### src/rtl/barreira_ctrl.sv
// Level-crossing barrier controller: two-track occupancy counting and barrier/lamp sequencing.
// Optional maintenance force-close input enabled by defining BARREIRA_MANUAL_EN.
//
// state   | meaning
// ABERTA  | barrier up, lamps dark, waiting for a train
// AVISO   | lamps flashing before the barrier moves
// DESCER  | motor lowering the barrier
// FECHADA | barrier down while any zone is occupied
// ESPERA  | barrier down, zones clear, hold before raising
// SUBIR   | motor raising the barrier
module barreira_ctrl #(
    parameter int WARN_CYC  = 8,
    parameter int MOVE_CYC  = 4,
    parameter int HOLD_CYC  = 6,
    parameter int BLINK_CYC = 2,
    parameter int OCC_W     = 3
) (
    input  logic       clk,
    input  logic       rst_n,
    input  logic       Entrada1,
    input  logic       Entrada2,
    input  logic       Saida1,
    input  logic       Saida2,
`ifdef BARREIRA_MANUAL_EN
    input  logic       ForcaFecho,
`endif
    output logic       Barreira,
    output logic       Luzes,
    output logic [1:0] Motor,
    output logic [2:0] Estado,
    output logic       Ocupado,
    output logic       Erro
);

    typedef enum logic [2:0] {
        ABERTA  = 3'd0,
        AVISO   = 3'd1,
        DESCER  = 3'd2,
        FECHADA = 3'd3,
        ESPERA  = 3'd4,
        SUBIR   = 3'd5
    } state_t;

    localparam int TMR_MAX = (WARN_CYC > MOVE_CYC)
                           ? ((WARN_CYC > HOLD_CYC) ? WARN_CYC : HOLD_CYC)
                           : ((MOVE_CYC > HOLD_CYC) ? MOVE_CYC : HOLD_CYC);
    localparam int TMR_W = $clog2(TMR_MAX + 1);
    localparam int BLK_W = $clog2(BLINK_CYC + 1);

    localparam logic [TMR_W-1:0] WARN_TC = TMR_W'(WARN_CYC - 1);
    localparam logic [TMR_W-1:0] MOVE_TC = TMR_W'(MOVE_CYC - 1);
    localparam logic [TMR_W-1:0] HOLD_TC = TMR_W'(HOLD_CYC - 1);
    localparam logic [BLK_W-1:0] BLK_TC  = BLK_W'(BLINK_CYC - 1);
    localparam logic [OCC_W-1:0] OCC_MAX = {OCC_W{1'b1}};

    state_t             state, state_nxt;
    logic [TMR_W-1:0]   tmr;
    logic               timed;
    logic [BLK_W-1:0]   blk;
    logic [3:0]         sens, sens_q, edges;
    logic [OCC_W-1:0]   occ1, occ2, occ1_nxt, occ2_nxt;
    logic               err_nxt;
    logic               occ_any;

    // sensor order: {Saida2, Saida1, Entrada2, Entrada1}
    assign sens  = {Saida2, Saida1, Entrada2, Entrada1};
    assign edges = sens & ~sens_q;

    assign Ocupado = (occ1 != '0) | (occ2 != '0);
`ifdef BARREIRA_MANUAL_EN
    assign occ_any = Ocupado | ForcaFecho;
`else
    assign occ_any = Ocupado;
`endif
    assign Estado = state;

    // Simultaneous entry and exit on one track cancel out without flagging an error.
    always_comb begin
        occ1_nxt = occ1;
        occ2_nxt = occ2;
        err_nxt  = Erro;
        if (edges[0] & ~edges[2]) begin
            if (occ1 != OCC_MAX) occ1_nxt = occ1 + 1'b1;
        end else if (edges[2] & ~edges[0]) begin
            if (occ1 != '0) occ1_nxt = occ1 - 1'b1;
            else            err_nxt  = 1'b1;
        end
        if (edges[1] & ~edges[3]) begin
            if (occ2 != OCC_MAX) occ2_nxt = occ2 + 1'b1;
        end else if (edges[3] & ~edges[1]) begin
            if (occ2 != '0) occ2_nxt = occ2 - 1'b1;
            else            err_nxt  = 1'b1;
        end
    end

    always_comb begin
        state_nxt = state;
        timed     = 1'b0;
        case (state)
            ABERTA:  if (occ_any) state_nxt = AVISO;
            AVISO: begin
                timed = 1'b1;
                if (tmr == WARN_TC) state_nxt = DESCER;
            end
            DESCER: begin
                timed = 1'b1;
                if (tmr == MOVE_TC) state_nxt = FECHADA;
            end
            FECHADA: if (!occ_any) state_nxt = ESPERA;
            ESPERA: begin
                timed = 1'b1;
                if (occ_any)             state_nxt = FECHADA;
                else if (tmr == HOLD_TC) state_nxt = SUBIR;
            end
            SUBIR: begin
                timed = 1'b1;
                if (occ_any)             state_nxt = DESCER;
                else if (tmr == MOVE_TC) state_nxt = ABERTA;
            end
            default: state_nxt = ABERTA;
        endcase
    end

    always_ff @(posedge clk or negedge rst_n) begin
        if (!rst_n) begin
            state  <= ABERTA;
            tmr    <= '0;
            sens_q <= '0;
            occ1   <= '0;
            occ2   <= '0;
            Erro   <= 1'b0;
        end else begin
            state  <= state_nxt;
            sens_q <= sens;
            occ1   <= occ1_nxt;
            occ2   <= occ2_nxt;
            Erro   <= err_nxt;
            if (state_nxt != state) tmr <= '0;
            else if (timed)         tmr <= tmr + 1'b1;
        end
    end

    // Outputs follow the next state so they change together with Estado.
    always_ff @(posedge clk or negedge rst_n) begin
        if (!rst_n) begin
            Barreira <= 1'b0;
            Motor    <= 2'b00;
            Luzes    <= 1'b0;
            blk      <= '0;
        end else begin
            Barreira <= (state_nxt == DESCER) | (state_nxt == FECHADA) | (state_nxt == ESPERA);
            Motor    <= (state_nxt == DESCER) ? 2'b01 :
                        (state_nxt == SUBIR)  ? 2'b10 : 2'b00;
            if (state_nxt == ABERTA) begin
                Luzes <= 1'b0;
                blk   <= '0;
            end else if (state == ABERTA) begin
                Luzes <= 1'b1;
                blk   <= '0;
            end else if (blk == BLK_TC) begin
                Luzes <= ~Luzes;
                blk   <= '0;
            end else begin
                blk   <= blk + 1'b1;
            end
        end
    end

endmodule

### config.mk
export PLATFORM = sky130hd
export DESIGN_NAME = barreira_ctrl
export DESIGN_NICKNAME = d
export VERILOG_FILES = /design/src/rtl/barreira_ctrl.sv
export SDC_FILE = /design/constraint.sdc
export NUM_CORES = 1
export LEC_CHECK = 0
export BUFFER_PORTS_ARGS = -buffer_cell sky130_fd_sc_hd__buf_2
export CORE_UTILIZATION = 45
export DETAILED_ROUTE_END_ITERATION = 10
export PLACE_DENSITY = 0.65
export SLEW_MARGIN = 20
export SYNTH_ARGS = -nofsm -noshare
export SYNTH_HDL_FRONTEND = slang
export SYNTH_SLANG_ARGS = --single-unit
### constraint.sdc
create_clock -name clk -period 2.5 [get_ports clk]
set_clock_uncertainty 0.2 [all_clocks]
set_input_delay 0.125 -clock clk [delete_from_list [all_inputs] [get_ports clk]]
set_output_delay 0.125 -clock clk [all_outputs]
set_load 0.02 [all_outputs]
# Word-level counts from Yosys, hierarchy flattened
# Cells that the tools add are included.
[classes] n_eq_ne=18 reduce_logical=13 mux=34 n_addsub=6 bitwise=14
[op_table] cell="2-to-1 mux 3 bit" count=16
[op_table] cell="one-hot mux 3 bit (6 select lines)" count=1
[op_table] cell="equality test 3 x 2 -> 1 bit (second input constant)" count=4
[op_table] cell="equality test 3 bit (second input constant)" count=4
[op_table] cell="2-to-1 mux 1 bit" count=10
[op_table] cell="2-to-1 mux 2 bit" count=5
[op_table] cell="nonzero test 2 bit" count=5
[op_table] cell="nonzero test 3 bit" count=3
[op_table] cell="equality test 4 x 3 -> 1 bit (second input constant)" count=2
[op_table] cell="2-to-1 mux 4 bit" count=2
[op_table] cell="adder 3 x 1 -> 3 bit (second input constant)" count=2
[op_table] cell="zero test 3 bit" count=2
[op_table] cell="!= test 3 bit (second input constant)" count=2
[op_table] cell="AND reduction 3 bit" count=2
[op_table] cell="subtractor 3 x 1 -> 3 bit (second input constant)" count=2
[op_table] cell="NOT 1 bit" count=5
[op_table] cell="adder 4 x 1 -> 4 bit (second input constant)" count=1
[op_table] cell="AND 1 bit" count=4
[op_table] cell="AND 4 bit" count=1
[op_table] cell="equality test 4 x 2 -> 1 bit (second input constant)" count=1
[op_table] cell="!= test 2 x 1 -> 1 bit (second input constant)" count=2
[op_table] cell="NOT 4 bit" count=1
[op_table] cell="OR reduction 4 bit" count=1
[op_table] cell="equality test 3 x 1 -> 1 bit (second input constant)" count=1
[op_table] cell="4 further kinds" count=6
[word_totals] input_bits=6 regBits=24 out_inout_bits=9 elab_cells=95

# Logic depth before layout (Yosys ltp)
# Gate-level depths: netlist of run 1.
[depth] ltp_word=9 mapped_depth=10 mapped_depth_nobuf=9

# Least setup slack after synthesis of run 1
# No wires, ideal clock.
[synth_path] path_kind="flip-flop to flip-flop" start="register sens_q[0]" end="register occ1[2]" arrival_time_ns=2.029 stages_incl_launch_ff=11 t_required_ns=2.231 period_less_slack_ns=2.297 path_buffers=1 setup_slack_ns=0.203 setup_ns=0.069 path_cell_list="dfrtp_1 > nand2b_1 > inv_1 > ha_1 > clkbuf_1 > inv_1 > fa_1 > nor3b_1 > a21oi_1 > or3_1 > nand3_1"
[synth_via] elab_chain_len=6 elab_cells_between_ends=10 classes_between="eq/ne (1); mux (1); bitwise (5); reduce/logical (3)"
[synth_lines] element="from (decl)" line="60" rtl="logic [3:0] sens, sens_q, edges;"
[synth_lines] element="from (signal assigned)" line="134" rtl="sens_q <= sens;"
[synth_lines] element="NOT 4 bit (*)" line="67" rtl="assign edges = sens & ~sens_q;"
[synth_lines] element="AND 4 bit (*)" line="67"
[synth_lines] element="NOT 1 bit" line="84" rtl="end else if (edges[2] & ~edges[0]) begin"
[synth_lines] element="AND 1 bit" line="84"
[synth_lines] element="nonzero test 2 bit (no source line)"
[synth_lines] element="AND reduction 3 bit (no source line)"
[synth_lines] element="to (signal assigned)" line="135" rtl="occ1 <= occ1_nxt;"
[synth_lines] element="to (decl)" line="61" rtl="logic [OCC_W-1:0] occ1, occ2, occ1_nxt, occ2_nxt;"
# Every way passes the cells marked *; elsewhere a longest branch is shown, timed or not.
# A chain may end at the register's enable or synchronous reset.

# Worst setup path in the final report of run 1
# Ends and elaborated chain as after synthesis.

==> flow_metrics.py, run 1 <==
metrics = {
    "finish": {
        "p_r_area_growth_vs_syn_pct": 11.18,
        "sequential_cell_area_sq_um": 600.6,
        "drive_above_1_share_pct": 14.29,
        "nets": 191,
        "finalInstanceArea_sq_um": 1655,
        "area_used_by_multi_input_combinational_logic_sq_um": 804.5,
        "antenna_cells_inserted": 0,
        "nFillCells": 301,
    },
    "logic_synthesis": {
        "synthDistinctLibCells": 43,
        "synth_sequential_area_ratio_pct": 40.34,
        "yosys-top-cells-area": "sky130_fd_sc_hd__dfrtp_1, sky130_fd_sc_hd__ha_1, sky130_fd_sc_hd__a21oi_1",
        "synth.top_cell.area_share_pct": 40.34,
        "yosys_register_bits": 24,
        "synth.cell_area_sq_um": 1489,
        "synthArstFlopShare_pct": 100.0,
        "syn-num-nets": 173,
        "synth_top_area_cell": "sky130_fd_sc_hd__dfrtp_1",
        "number_of_warning_messages_in_the_yosys_log": 0,
        "yosys_most_used_dff": "sky130_fd_sc_hd__dfrtp_1",
        "syn_inst": 159,
        "syn_avg_cell_area_sq_um": 9.364,
        "synth_enable_flop_cells": 0,
    },
    "min_path": {
        "hold_path_class": "input pin to asynchronous set/reset pin",
    },
    "worst_setup_path": {
        "timing.critical_path.required_ps": 2550,
        "worstPathArrival_ps": 2340,
        "number_of_cell_instances_on_the_worst_register_to_register_path": 9,
        "crit_path_start": "sens_q[0]",
        "worst-path-max-fanout": 10,
        "critical_path.startpoint_type": "register",
        "r2r_start": "sens_q[0]",
        "r2r_end": "occ1[2]",
        "worstSetupEndpointType": "register",
        "r2r_setup_slack_ps": 210,
        "worst_setup_path_endpoint": "occ1[2]",
        "category_of_the_critical_setup_timing_path": "register to register",
    },
    "pwr": {
        "power.share.combinational_pct": 48.6,
        "switching_share_pct": 44.62,
        "leakage_dissipation_nw": 0.7443,
        "netSwitchingPower_w": 0.0007700,
        "irDropWorstVdd_uv": 444.8,
        "power.share.sequential_pct": 42.1,
        "cellPowerDensity_nw_per_um2": 1042,
        "clkPwrFrac_pct": 9.3,
        "p_total_w": 0.001725,
        "power.internal_w": 0.0009555,
    },
    "global_route": {
        "first_pass_grt_wire_length_microns": 4836,
        "maximum_number_of_pins_on_one_net_before_global_route_repair": 25,
        "number_of_global_route_vias_before_repair": 1093,
        "grt.overflow.total": 0,
        "antenna_found_initial": 0,
        "grtUsageTotal_pct": 17.69,
    },
    "drt": {
        "routed-via-count": 1216,
        "drt-vias-per-instance": 5.553,
        "wirelength_microns": 2796,
        "average_routed_wire_per_standard_cell_microns": 12.77,
        "route.antenna.remaining_nets": 0,
        "drc_errors": 0,
        "detailed_routing_iteration_count_for_the_pre_antenna_repair_pass": 4,
        "dr.first_iter.drc_count": 83,
    },
    "clock_tree": {
        "tritoncts": "yes",
        "cts_made_buffers": 3,
        "clock_insertion_delay_worst_skew_ps": 300,
        "cts_sinks": 24,
        "clk_transition_reported_paths_ps": 120,
        "htree_levels": 1,
        "ctsRootBufferMaster": "sky130_fd_sc_hd__clkbuf_4",
        "cts_buffer_depth": 2,
    },
    "placed_design": {
        "placement.io_buffers": 14,
        "globalplace.congestion": 0.8467,
        "place_area_sq_um": 1580,
        "dp.final_hpwl_microns": 2087,
        "preCtsSetupSlack_ps": 137.1,
    },
    "timing": {
        "report.final.slew_viol_count": 0,
        "tightest_slew_ps": 515.9,
        "minimum_setup_slack_in_the_final_design_ps": 212.3,
        "fin_setup_tns_ps": 0,
        "setup_viol": 0,
        "finalCriticalPeriod_ps": 2288,
        "report.final.hold_viol_count": 0,
        "timing.max_slew.rel_slack_pct": 65.60,
        "rsz0062_at_grt": "no",
        "clock.fmax_ghz": 0.4371,
        "final_critical_path_share_of_the_clock_period_pct": 91.51,
    },
    "outcome": {
        "status": "completed",
    },
    "die": {
        "core_region_area_sq_um": 3103,
        "initial_utilization_pct": 47.98,
        "chipHeight_microns": 59.52,
        "die_area_sq_um": 3543,
        "boundaryPins": 15,
        "die_w_microns": 59.52,
        "std_cell_rows": 20,
    },
    "flow_run": {
        "drv_cap": 0,
    },
}
==> per-layer routing <==
layer  vias up  track usage [%]  routed length [microns]
met4         0            2.990                       20
met5         -                0                        0
met1       596            22.59                     1283
met3         2            4.148                       97
met2        17            30.82                     1394
li1        601                -                        -
==> registers in the layout (all words and copies together) (netlist names) <==
signal	cells
occ1	3
occ2	3
Erro	1
Estado	3
Barreira	1
Luzes	1
Motor	2
tmr	4
sens_q	4
blk	2
==> through the flow <==
stage | utilization, % | hold WS (ps) | instances
floorplan | - | -370.6 | 159
global placement | 50.93 | -66.61 | 211
detailed placement | 50.93 | -66.68 | 211
CTS | 53.27 | 125.3 | 219
global route | 53.35 | 157.0 | 219
finish | 53.35 | 113.6 | 219
==> cells in the final DEF, fill, tap and decap left out, types with 5 or more instances in the layout <==
| cell type | n |
|---|---|
| sky130_fd_sc_hd__dfrtp_1 | 24 |
| sky130_fd_sc_hd__inv_1 | 14 |
| sky130_fd_sc_hd__buf_2 | 14 |
| sky130_fd_sc_hd__a21oi_1 | 11 |
| sky130_fd_sc_hd__o21ai_0 | 10 |
| sky130_fd_sc_hd__nor2_1 | 9 |
| sky130_fd_sc_hd__nand2_1 | 9 |
| sky130_fd_sc_hd__nand3_1 | 8 |
| sky130_fd_sc_hd__nor2b_1 | 5 |
| sky130_fd_sc_hd__a31oi_1 | 5 |
| sky130_fd_sc_hd__nand2b_1 | 5 |
| sky130_fd_sc_hd__nor3_1 | 5 |
| sky130_fd_sc_hd__ha_1 | 5 |
| sky130_fd_sc_hd__dlygate4sd3_1 | 5 |
==> repair_timing <==
action,in CTS,in global routing
buffers inserted,0,0
hold buffers,5,0
resized for setup,0,1
hold endpoints to repair,28,0
setup endpoints to repair,0,1
==> worst min path at each step <==
| stage | end | slack, ps | depth (start not counted) |
|---|---|---|---|
| 2_1_floorplan | Barreira | -370 | 0 |
| 6_report | tmr[0] | 110 | 2 |
| 4_1_cts | Luzes | 130 | 2 |
| 3_5_place_dp | Luzes | -70 | 1 |
| 3_3_place_gp | Luzes | -70 | 1 |
| 5_1_grt | Luzes | 160 | 2 |
==> critical path, stage by stage, from the launching register on <==
cell                       delay [ps]
sky130_fd_sc_hd__dfrtp_1          380
sky130_fd_sc_hd__nand2b_1         160
sky130_fd_sc_hd__inv_1             70
sky130_fd_sc_hd__ha_2             270
sky130_fd_sc_hd__inv_1             80
sky130_fd_sc_hd__fa_1             430
sky130_fd_sc_hd__nor3b_1          200
sky130_fd_sc_hd__a21oi_1           50
sky130_fd_sc_hd__or3_1            310
sky130_fd_sc_hd__nand3_1           80
==> cell families after synthesis <==
group / count (synthesis) / synth area share [%]
xor gates and xnor gates: 5 / 2.942
AOI/OAI and AO/OA: 40 / 18.32
muxes: 2 / 1.345
and+or+nand+nor: 60 / 23.53
DFF: 24 / 40.34
buffers and inverters: 20 / 5.798
adders and majority gates: 8 / 7.731
==> cells in the mapped netlist (all sizes together) (3+ instances only) <==
cell type  instances
nor2               9
a31oi              5
nand2b             5
nand3              8
nor3               7
dfrtp             24
inv               14
o21ai             10
ha                 6
o22ai              3
nor2b              5
or3                4
xor2               3
a21oi             11
nand3b             3
nand2             10
clkbuf             4
==> power by group through the flow <==
stage / clock network, W / registers, W / logic (W)
3_3_place_gp: 0 / 0.000724 / 0.000796
2_1_floorplan: 0 / 0.000685 / 0.000689
3_5_place_dp: 0 / 0.000734 / 0.000833
6_report: 0.000161 / 0.000726 / 0.000839
4_1_cts: 0.000169 / 0.000723 / 0.000843
5_1_grt: 0.000187 / 0.000753 / 0.000951
==> layout make-up <==
class | count | share of cell area, %
clock buffers | 3 | 1.361
inverters | 14 | 3.175
multi-input cells | 115 | 48.60
flip-flops and latches | 24 | 36.28
well taps | 44 | 3.326
repair buffers | 19 | 7.256
Power figures use the tool's default switching activity.
==> inputs of run 2 (changes only) <==
--- a/config.mk
+++ b/config.mk
@@ -7,6 +7,7 @@
 export LEC_CHECK = 0
 export BUFFER_PORTS_ARGS = -buffer_cell sky130_fd_sc_hd__buf_2
 export CORE_UTILIZATION = 45
+export CTS_BUF_LIST = sky130_fd_sc_hd__clkbuf_16
 export DETAILED_ROUTE_END_ITERATION = 10
 export PLACE_DENSITY = 0.65
 export SLEW_MARGIN = 20
==> run 2 against run 1 <==
  * Clock power is 110% higher
  * Critical path depth is 2 higher
  * Final area is 3.8% higher
  * Critical path type is now input pin to register
  * Maximum frequency is 1.1% higher
  * Sequential power hardly changed
  * Sequential cell count stayed put
  * Sequential share of layout area is 1.3 points lower
==> flow_metrics.py, run 2 (synthesis results as in run 1) <==
metrics = {
    "die": {
        "core_region_area_sq_um": 3103,
        "boundaryPins": 15,
        "die_area_sq_um": 3543,
        "std_cell_rows": 20,
        "die_w_microns": 59.52,
        "chipHeight_microns": 59.52,
        "initial_utilization_pct": 47.98,
    },
    "placed_design": {
        "placement.io_buffers": 14,
        "dp.final_hpwl_microns": 2087,
        "place_area_sq_um": 1580,
        "preCtsSetupSlack_ps": 137.1,
        "globalplace.congestion": 0.8467,
    },
    "pwr": {
        "netSwitchingPower_w": 0.0007906,
        "switching_share_pct": 41.53,
        "power.share.sequential_pct": 38.2,
        "power.share.combinational_pct": 44.2,
        "irDropWorstVdd_uv": 468.0,
        "clkPwrFrac_pct": 17.6,
        "power.internal_w": 0.001113,
        "leakage_dissipation_nw": 0.7691,
        "cellPowerDensity_nw_per_um2": 1108,
    },
    "worst_setup_path": {
        "r2r_end": "occ1[2]",
        "critical-path-max-stage-delay_ps": 520,
        "crit_path_start": "Entrada1",
        "critical-path-top-cell-by-count": "sky130_fd_sc_hd__inv_1",
        "crit_chain": "dlygate4sd3_1, buf_2, nand2b_1, inv_1, ha_4, inv_1, fa_1, nor3b_1, a21oi_1, or3_1, nand3_1",
        "worst_setup_path_endpoint": "occ1[2]",
        "r2r_start": "sens_q[0]",
        "timing.critical_path.required_ps": 2490,
        "r2r_setup_slack_ps": 290,
        "worst-path-max-fanout": 10,
        "number_of_cell_instances_on_the_worst_register_to_register_path": 9,
        "slowest_library_cell_on_the_worst_path": "sky130_fd_sc_hd__dlygate4sd3_1",
        "worstSetupEndpointType": "register",
        "worstPathArrival_ps": 2250,
        "category_of_the_critical_setup_timing_path": "input pin to register",
        "critical_path.startpoint_type": "input pin",
    },
    "drt": {
        "routedLengthMet1_microns": 1282,
        "drc_errors": 0,
        "average_routed_wire_per_standard_cell_microns": 12.91,
        "drt-vias-per-instance": 5.671,
        "met2RoutedLength_microns": 1420,
        "detailed_routing_iteration_count_for_the_pre_antenna_repair_pass": 5,
        "routed-via-count": 1242,
        "top_layer": "met4",
        "dr.first_iter.drc_count": 41,
        "wirelength_microns": 2828,
        "detailroute.wirelength.met3_microns": 93,
        "route.antenna.remaining_nets": 0,
    },
    "global_route": {
        "maximum_number_of_pins_on_one_net_before_global_route_repair": 25,
        "number_of_global_route_vias_before_repair": 1112,
        "antenna_found_initial": 0,
        "grt.overflow.total": 0,
        "grtUsageTotal_pct": 18.47,
        "first_pass_grt_wire_length_microns": 4933,
    },
    "timing": {
        "final_critical_path_share_of_the_clock_period_pct": 90.47,
        "report.final.hold_viol_count": 0,
        "report.final.slew_viol_count": 0,
        "timing.max_slew.rel_slack_pct": 65.53,
        "minimum_setup_slack_in_the_final_design_ps": 238.2,
        "clock.fmax_ghz": 0.4421,
        "rsz0062_at_grt": "no",
        "finalCriticalPeriod_ps": 2262,
        "tightest_slew_ps": 517.0,
        "setup_viol": 0,
        "fin_setup_tns_ps": 0,
    },
    "finish": {
        "finalInstanceArea_sq_um": 1718,
        "fin_util_pct": 55.36,
        "commonest_cells_after_routing_fill_and_taps_aside": "sky130_fd_sc_hd__dfrtp_1, sky130_fd_sc_hd__inv_1, sky130_fd_sc_hd__buf_2, sky130_fd_sc_hd__a21oi_1, sky130_fd_sc_hd__o21ai_0",
        "nFillCells": 291,
        "p_r_area_growth_vs_syn_pct": 15.38,
        "drive_above_1_share_pct": 14.29,
        "antenna_cells_inserted": 0,
        "nets": 191,
        "final_common_cell": "sky130_fd_sc_hd__dfrtp_1",
        "largest_registers": "sens_q (4), tmr (4)",
    },
    "clock_tree": {
        "clk_transition_reported_paths_ps": 60,
        "clock_insertion_delay_worst_skew_ps": 250,
        "cts_sinks": 24,
        "cts_buffer_depth": 2,
        "ctsRootBufferMaster": "sky130_fd_sc_hd__clkbuf_16",
        "cts_made_buffers": 3,
        "tritoncts": "yes",
        "htree_levels": 1,
    },
    "flow_run": {
        "drv_cap": 0,
    },
    "outcome": {
        "status": "completed",
    },
    "min_path": {
        "hold_path_class": "input pin to asynchronous set/reset pin",
    },
}
==> run 2: repair_timing <==
item | CTS | global route
endpoints found under the hold margin | 28 | 0
endpoints found under the setup margin | 0 | 1
buffers inserted | 0 | 0
resized for setup | 0 | 2
hold buffers | 5 | 0
==> run 2: power groups by stage <==
stage          Sequential, W  Clock (W)  Combinational, W
6_report            0.000728   0.000335          0.000841
5_1_grt             0.000755   0.000361          0.000957
4_1_cts             0.000726   0.000345          0.000846
3_5_place_dp        0.000734          0          0.000833
3_3_place_gp        0.000724          0          0.000796
2_1_floorplan       0.000685          0          0.000689
==> run 2: layout make-up <==
| type | instances | area, sq um | area share (%) |
|---|---|---|---|
| Clock buffer | 3 | 75.07 | 4.370 |
| Inverter | 14 | 52.55 | 3.059 |
| Multi-Input combinational cell | 115 | 814.5 | 47.41 |
| Sequential cell | 24 | 600.6 | 34.96 |
| Tap cell | 44 | 55.05 | 3.205 |
| Timing Repair Buffer | 19 | 120.1 | 6.992 |
==> run 2: worst max-delay path, delay by kind of cell <==
family | cells | cell delay [ps]
adders and majority gates | 2 | 620
and+or+nand+nor | 4 | 660
AOI/OAI and AO/OA | 1 | 60
buffers and inverters | 4 | 790
==> run 2: through the flow <==
| step | power, W | hold slack (ps) | cells |
|---|---|---|---|
| after floorplan | 0.001374 | -370.6 | 159 |
| after global placement | 0.001521 | -66.61 | 211 |
| after detailed placement | 0.001567 | -66.68 | 211 |
| after CTS | 0.001916 | 196.0 | 219 |
| after global routing | 0.002073 | 247.6 | 219 |
| final | 0.001904 | 179.6 | 219 |
==> run 2: worst min path at each step <==
stage | startpoint | cells after the start | to | slack [ps]
5_1_grt | rst_n | 2 | Luzes | 250
3_5_place_dp | rst_n | 1 | Luzes | -70
2_1_floorplan | rst_n | 0 | Barreira | -370
3_3_place_gp | rst_n | 1 | Luzes | -70
6_report | rst_n | 2 | Luzes | 180
4_1_cts | rst_n | 2 | Luzes | 200
==> run 2: metal layers <==
metal | vias to the layer above | track usage (%)
met5 | - | 0
met4 | 0 | 6.312
met3 | 4 | 4.367
met2 | 23 | 30.98
met1 | 615 | 23.28
li1 | 600 | -
